===== config.mk =====
export PLATFORM = sky130hd
export DESIGN_NAME = adder_arb
export DESIGN_NICKNAME = d
export VERILOG_FILES = /design/src/rtl/adder_arb_pkg.sv /design/src/rtl/adder16.sv /design/src/rtl/adder_arb.sv
export SDC_FILE = /design/constraint.sdc
export NUM_CORES = 1
export LEC_CHECK = 0
export CORE_ASPECT_RATIO = 1.4
export CORE_UTILIZATION = 30
export DETAILED_ROUTE_END_ITERATION = 10
export PLACE_DENSITY_LB_ADDON = 0.15
export SETUP_SLACK_MARGIN = 0.15
export SYNTH_ARGS = -nofsm -noshare
export SYNTH_HDL_FRONTEND = slang
export SYNTH_SLANG_ARGS = --single-unit
export TNS_END_PERCENT = 100

===== constraint.sdc =====
create_clock -name clk -period 4.95 [get_ports clk]
set_clock_uncertainty 0.05 [all_clocks]
set_input_delay 1.485 -clock clk [delete_from_list [all_inputs] [get_ports clk]]
set_output_delay 1.485 -clock clk [all_outputs]
set_load 0.02 [all_outputs]

===== src/rtl/adder_arb_pkg.sv =====
// Shared constants for the adder arbiter: requester ids, buffer state encoding
// and the overflow rule used on the shared adder output.
package adder_arb_pkg;

  localparam int ID_W = 2;

  localparam logic [ID_W-1:0] REQ_BRANCH = 2'd0;
  localparam logic [ID_W-1:0] REQ_JUMP   = 2'd1;
  localparam logic [ID_W-1:0] REQ_ADDR   = 2'd2;

  typedef enum logic {
    ST_EMPTY = 1'b0,
    ST_FULL  = 1'b1
  } state_t;

  // Signed requesters flag two's-complement overflow, unsigned ones the carry out.
  function automatic logic add_ofl(input logic sgn, input logic a_msb, input logic b_msb,
                                   input logic s_msb, input logic cout);
    return sgn ? ((a_msb == b_msb) && (s_msb != a_msb)) : cout;
  endfunction

endpackage


===== src/rtl/adder16.sv =====
// Plain ripple adder with carry-in 0; the arbiter time-shares one instance
// between all requesters.
module adder16 #(
  parameter int WIDTH = 16
) (
  input  logic [WIDTH-1:0] a,
  input  logic [WIDTH-1:0] b,
  output logic [WIDTH-1:0] sum,
  output logic             cout
);

  assign {cout, sum} = {1'b0, a} + {1'b0, b};

endmodule


===== src/rtl/adder_arb.sv =====
// Round-robin arbiter feeding one shared adder into a single-entry result buffer.
// Optional macro ADDER_ARB_STICKY_ERR_EN makes err a sticky overflow flag.
//
// state    | meaning
// ST_EMPTY | result buffer free, any request may be granted
// ST_FULL  | res holds a valid sum, refill only while it drains
module adder_arb
  import adder_arb_pkg::*;
#(
  parameter int WIDTH = 16,
  parameter int NREQ  = 3
) (
  input  logic                 clk,
  input  logic                 rst,
  input  logic [NREQ-1:0]      req,
  input  logic [NREQ*WIDTH-1:0] op_a,
  input  logic [NREQ*WIDTH-1:0] op_b,
  input  logic [NREQ-1:0]      sign,
  output logic [NREQ-1:0]      gnt,
  output logic                 res_valid,
  input  logic                 res_ready,
  output logic [ID_W-1:0]      res_id,
  output logic [WIDTH-1:0]     res,
  output logic                 res_ofl,
  output logic                 err
);

  localparam int SEL_W = (NREQ > 1) ? $clog2(NREQ) : 1;

  state_t            state;
  state_t            state_nxt;
  logic              can_grant;
  logic              gnt_any;
  logic              found;
  logic [ID_W-1:0]   last_gnt;
  logic [ID_W-1:0]   gnt_id;
  logic [SEL_W-1:0]  sel;
  int                idx;
  logic [WIDTH-1:0]  a_sel;
  logic [WIDTH-1:0]  b_sel;
  logic              sign_sel;
  logic [WIDTH-1:0]  sum;
  logic              cout;
  logic              ofl;

  always_ff @(posedge clk or posedge rst) begin
    if (rst) begin
      state <= ST_EMPTY;
    end else begin
      state <= state_nxt;
    end
  end

  always_comb begin
    state_nxt = state;
    case (state)
      ST_EMPTY: if (gnt_any) state_nxt = ST_FULL;
      ST_FULL:  if (res_ready && !gnt_any) state_nxt = ST_EMPTY;
      default:  state_nxt = ST_EMPTY;
    endcase
  end

  always_comb begin
    res_valid = (state == ST_FULL);
    can_grant = (state == ST_EMPTY) || res_ready;
  end

  // Search begins one past the last winner so every requester gets a turn.
  always_comb begin
    gnt    = '0;
    gnt_id = REQ_BRANCH;
    found  = 1'b0;
    idx    = 0;
    sel    = '0;
    if (!rst && can_grant) begin
      for (int k = 1; k <= NREQ; k++) begin
        idx = (int'(last_gnt) + k) % NREQ;
        sel = SEL_W'(idx);
        if (!found && req[sel]) begin
          found    = 1'b1;
          gnt[sel] = 1'b1;
          gnt_id   = ID_W'(sel);
        end
      end
    end
  end

  assign gnt_any = |gnt;

  always_comb begin
    a_sel    = '0;
    b_sel    = '0;
    sign_sel = 1'b0;
    for (int i = 0; i < NREQ; i++) begin
      if (gnt[i]) begin
        a_sel    = a_sel | op_a[i*WIDTH +: WIDTH];
        b_sel    = b_sel | op_b[i*WIDTH +: WIDTH];
        sign_sel = sign_sel | sign[i];
      end
    end
  end

  adder16 #(.WIDTH(WIDTH)) u_add (
    .a    (a_sel),
    .b    (b_sel),
    .sum  (sum),
    .cout (cout)
  );

  assign ofl = add_ofl(sign_sel, a_sel[WIDTH-1], b_sel[WIDTH-1], sum[WIDTH-1], cout);

  always_ff @(posedge clk or posedge rst) begin
    if (rst) begin
      res      <= '0;
      res_ofl  <= 1'b0;
      res_id   <= REQ_BRANCH;
      last_gnt <= ID_W'(NREQ - 1);
    end else if (gnt_any) begin
      res      <= sum;
      res_ofl  <= ofl;
      res_id   <= gnt_id;
      last_gnt <= gnt_id;
    end
  end

`ifdef ADDER_ARB_STICKY_ERR_EN
  always_ff @(posedge clk or posedge rst) begin
    if (rst) begin
      err <= 1'b0;
    end else if (gnt_any && ofl) begin
      err <= 1'b1;
    end
  end
`else
  assign err = res_valid & res_ofl;
`endif

endmodule


# Word-level counts from Yosys, hierarchy flattened
# Cells that the tools add are included.
# word_totals
ff_bits	22
out_inout_bits	24
wordCells	83
# classes
addsub	4
div_mod_pow	3
n_lt_le_gt_ge	6
eq_ne	2
n_mux	39
n_bitwise	10
reduce_logical	14
# op_table
cell	n
32-bit by 3-bit modulo with 32-bit output, second input constant	3
16-bit two-way mux	6
16-bit bitwise OR	4
3-bit two-way mux	6
16-bit by 16-bit adder with 17-bit output	1
1-bit two-way mux	16
2-bit by 3-bit less-than comparator with 1-bit output, second input constant	3
1-bit logical AND	8
2-bit two-way mux	4
2-bit by 2-bit adder with 3-bit output, second input constant	2
1-bit binary-select mux with 2-bit select	3
1-bit demux with 2-bit select	3
2-bit by 1-bit >= comparator with 1-bit output, second input constant	3
3-bit bitwise OR	2
1-bit zero test	4
2-bit by 1-bit adder with 3-bit output, second input constant	1
3-bit OR reduction	1
1-bit bitwise OR	2
1-bit one-hot mux with 2 select lines	1
1-bit AND	1
1-bit == test	1
1-bit logical OR	1
1-bit inequality test	1
1-bit NOT	1

# Logic depth before layout (Yosys ltp)
# logic_depth
depth_word	23
depth_mapped	21

# Hierarchy
# Synthesis repeated with hierarchy kept, for this count alone.
# unflattened
hier_cells	298
hier_area_um2	2618.8
# modules_own_cells
module	n_inst	cells_per_inst	area_per_inst_um2
adder_arb	1	188	1762.9
adder16	1	110	855.8

# Least setup slack after synthesis
# OpenSTA, ideal clock, no wires.
# synth_path
kind	input to register
start	in rst
end	reg res_ofl
setup_ns	0.095
arrival_ns	4.994
path_slack_ns	-0.190
stages	16
path_buffers	2
cell_sequence	inv_1 > and2_1 > o21a_1 > a32o_1 > clkbuf_1 > clkbuf_1 > a222oi_1 > inv_1 > ha_1 > o211ai_1 > o21ai_0 > o2111ai_1 > a21oi_1 > a311oi_1 > xnor2_1 > o31ai_1
# synth_between
elab_chain_len	12
word_cells_on_any_way	24
classes_between	add/sub: 1; eq/ne: 2; mux: 11; bitwise: 6; reduce/logical: 4
# synth_rtl
item	line	text
start, declared	adder_arb.sv:14	input logic rst,
1-bit zero test (no source line) (*)	n/a	
1-bit logical AND (*)	adder_arb.sv:75	if (!rst && can_grant) begin
3-bit two-way mux (*)	adder_arb.sv:75	
named net gnt[0]	adder_arb.sv:19	output logic [NREQ-1:0] gnt,
16-bit two-way mux	adder_arb.sv:95	if (gnt[i]) begin
16-bit bitwise OR, on equally long branches	adder_arb.sv:96, adder_arb.sv:97	
16-bit two-way mux	adder_arb.sv:95	
16-bit bitwise OR, on equally long branches	adder_arb.sv:96, adder_arb.sv:97	
16-bit two-way mux	adder_arb.sv:95	
16-bit by 16-bit adder with 17-bit output	adder16.sv:12	assign {cout, sum} = {1'b0, a} + {1'b0, b};
1-bit inequality test	adder_arb_pkg.sv:19	return sgn ? ((a_msb == b_msb) && (s_msb != a_msb)) : cout;
1-bit logical AND	adder_arb_pkg.sv:19	
1-bit two-way mux	adder_arb_pkg.sv:19	
end signal, assigned	adder_arb.sv:120	res_ofl <= ofl;
end, declared	adder_arb.sv:24	output logic res_ofl,
# Mark *: on every way through the listed nets, which the timed path passes. The rest lies on a longest branch.
# A chain may end at the register's enable or synchronous reset.

# Worst setup path in the final report
# layout_path
start	in req[1]
end	out gnt[0]
# layout_between
elab_chain_len	12
word_cells_on_any_way	22
classes_between	mux: 16; bitwise: 2; reduce/logical: 4
# layout_rtl
item	line	text
start, declared	adder_arb.sv:15	input logic [NREQ-1:0] req,
1-bit binary-select mux with 2-bit select	adder_arb.sv:79	if (!found && req[sel]) begin
1-bit two-way mux (implied by the code)	adder_arb.sv:79	
1-bit two-way mux	adder_arb.sv:79	
1-bit two-way mux	adder_arb.sv:75	
1-bit zero test	adder_arb.sv:79	
1-bit logical AND	adder_arb.sv:79	
1-bit two-way mux	adder_arb.sv:79	
1-bit two-way mux	adder_arb.sv:75	
1-bit zero test	adder_arb.sv:79	
1-bit logical AND	adder_arb.sv:79	
3-bit two-way mux (*)	adder_arb.sv:79	
3-bit two-way mux (*)	adder_arb.sv:75	
end, declared	adder_arb.sv:19	
# Mark *: on every way between the ends. The rest lies on a longest branch, timed or not. The select of a mux whose other input is x is not followed.

==> flow_summary_export.csv <==
group,metric,value,unit
grt,grt_usage,20.8,%
cts,clkSinkCount,21,
synth,netlist_area,2290,um^2
hold_path,hold_class,"reg -> reg",
finish,post-route-cell-area,4350,um^2
setup_path,worstRegToRegCells,17,
synth,netlist_instances,282,
cts,root_buffer,"clkbuf_8",
synth,post-synth-top-count-cell,"inv_1",
grt,grt_antenna_before_repair,0,
timing,slew_viol_final,0,
setup_path,cp.required,3.41,ns
synth,ys_top_cells_by_count,"inv_1 (43), a222oi_1 (33), nand2_1 (22), o21ai_0 (22)",
timing,finalHoldViolations,0,
synth,ys_seq_elements,21,
die,io_pins,129,
setup_path,endpoint_kind,"primary output",
job,maxCapViolations,0,
run_status,outcome,"finished clean",
timing,setup_viol,0,
cts,insertion_delay,0.26,ns
placement,place_area,4060,um^2
cts,path_clk_slew,0.08,ns
power_and_ir_drop,power_density,486,nW/um^2
power_and_ir_drop,p_leak,0.00213,uW
cts,cts_buffer_depth,2,
setup_path,crit_fanout,9,
die,coreArea,7360,um^2
synth,ys.flop_type,"dfrtp_1",
routing,drt_iter0_markers,208,
grt,grt_max_degree,30,
die,fp.dieW,75.9,um
cts,htree_levels,1,
die,fp-row-count,37,
die,initial_core_util,31.1,%
routing,vias_per_cell,5.19,
finish,syn_to_final_growth,89.8,%
timing,fin_setup_tns,0,ns
synth,synth_top_area_share,21.8,%
timing,grt_setup_unrepaired,"false",
timing,period_minus_slack,4.58,ns
hold_path,whs_path_depth,2,
timing,worst_pin_slew,0.537,ns
die,die_area,7990,um^2
placement,place_hpwl,6.49,mm
timing,fmax,0.218,GHz
hold_path,min_from,"res[12]",
grt,grt_pass1_vias,2958,
finish,layout-drive-gt1-share,22.4,%
cts,tritoncts,"built",
finish,final_nets,587,
placement,dp_worst_setup_slack,-0.421,ns
synth,ys_types,51,
setup_path,cp-start-kind,"input port",
timing,max_slew_margin,64.2,%
synth,syn_area_per_cell,8.12,um^2
timing,fin_crit_sh,92.5,%
synth,synthTopCellsByArea,"dfrtp_1 (22%), a222oi_1 (14%), ha_1 (11%)",
synth,ys_seq_area_share,23.0,%
routing,drc,0,
synth,synth_top_cell_by_area,"dfrtp_1",
setup_path,r2r_end,"res_ofl",
setup_path,reg2reg_slack,0.77,ns
routing,routedWlPerCell,14.5,um
placement,gp_congestion,0.905,
synth,ys_async_sr_fraction,100,%
routing,dr.pass1.iters,8,
routing,ant_nets,0,
synth,synth-edff-count,0,
synth,synth_nets,408,
routing,drt-total-wl,8.10,mm
power_and_ir_drop,vdd_drop_max,225,uV
synth,yosys_warnings,0,
hold_path,min_to,"res[12]",
finish,diodes,0,
routing,num_vias,2893,
placement,portBuffers,128,
setup_path,path_class,"in -> out",
grt,globalRouteOverflowTotal,0,
setup_path,cp.arrival,3.04,ns
grt,grt_pass1_wl,12.9,mm
die,die_height,105,um
timing,final.setup.worst_slack,0.371,ns
setup_path,r2r_start,"res_id[0]",
cts,cts_inserted_buffers,3,
-- where the power goes --
group	internal [uW]	switching [uW]	total (uW)
clock network	56.8	56.9	114
registers	245	45.0	290
logic	861	850	1710
total	1160	952	2110
-- cell usage in the layout (no fill, tap or decap), types with 4 or more instances in the layout --
master,Yosys,layout
xor2_1,8,8
nor2b_1,4,4
a21o_1,8,8
clkdlybuf4s50_1,0,120
nand2b_1,7,6
inv_1,43,42
and3_1,5,4
a21oi_2,1,4
nand3_1,4,4
o31ai_1,4,4
nand2_1,22,21
o21ai_0,22,19
a222oi_1,33,33
ha_1,20,17
dfrtp_1,20,20
xnor2_1,5,5
buf_4,1,57
a21oi_1,13,9
o21ai_1,3,5
-- per-layer routing --
| layer | wire length (um) | share of wire (%) | GRT usage, % |
|---|---|---|---|
| met1 | 3070 | 38 | 22.4 |
| met2 | 4600 | 57 | 39.7 |
| met3 | 262 | 3.2 | 1.82 |
| met4 | 156 | 1.9 | 7.94 |
| met5 | 0 | 0 | 0 |
-- worst max path at each step --
stage / start / endpoint / slack, ns / cells after the start
2_1_floorplan: rst / res_ofl / 0.15 / 15
6_report: req[1] / gnt[0] / 0.37 / 8
3_3_place_gp: req[2] / res[14] / -0.37 / 19
3_5_place_dp: req[1] / res[14] / -0.42 / 19
5_1_grt: req[2] / res_ofl / 0.16 / 17
4_1_cts: rst / res[13] / 0.16 / 17
-- what timing repair did --
| item | CTS | global route |
|---|---|---|
| endpoints found under the setup margin | 10 | 8 |
| buffers inserted | 6 | 6 |
| gates cloned | 0 | 1 |
| pin swaps | 13 | 13 |
| gates resized for setup | 33 | 16 |
| hold buffers | 0 | 0 |
-- flip-flops by register name, summed over array words and instances (netlist names) --
name and flops:
res 16, res_id 2, last_gnt 1, res_ofl 1
res_valid 1
-- worst max-delay path, cell delays in order --
cell             delay (ns)
clkbuf_2               0.18
nand2b_1               0.10
o32a_1                 0.30
o21ai_1                0.20
a32o_2                 0.27
buf_6                  0.15
buf_4                  0.12
clkdlybuf4s15_2        0.25
-- per-stage QoR --
step                total power [uW]  hold WS [ns]  utilization, %  instances
finish                          2110         0.435            59.1        557
global route                    2310         0.462            59.1        557
CTS                             2060         0.448            57.5        550
detailed placement              1880         0.429            55.1        540
global placement                1860         0.415            55.1        540
floorplan                       1220         0.462               -        282
-- area by class of cell --
| type | instances | area [um^2] |
|---|---|---|
| Clock inverter | 1 | 7.51 |
| Tap cell | 97 | 121 |
| Inverter | 43 | 165 |
| Fill cell | 692 | 3010 |
| Clock buffer | 3 | 41.3 |
| Multi-Input combinational cell | 200 | 1680 |
| Sequential cell | 21 | 527 |
| Timing Repair Buffer | 192 | 1810 |
-- cell families after synthesis --
logic type               count (synthesis)  share of synthesized area (%)
AO/OA/AOI/OAI                          107                           35.3
XOR/XNOR                                13                           4.97
adder cells (fa/ha/maj)                 21                           11.8
buffers and inverters                   61                           10.6
flip-flops                              21                           23.0
multiplexers                             2                          0.928
AND/OR/NAND/NOR                         57                           13.4
Note: power is estimated with default switching activity, not from simulation.
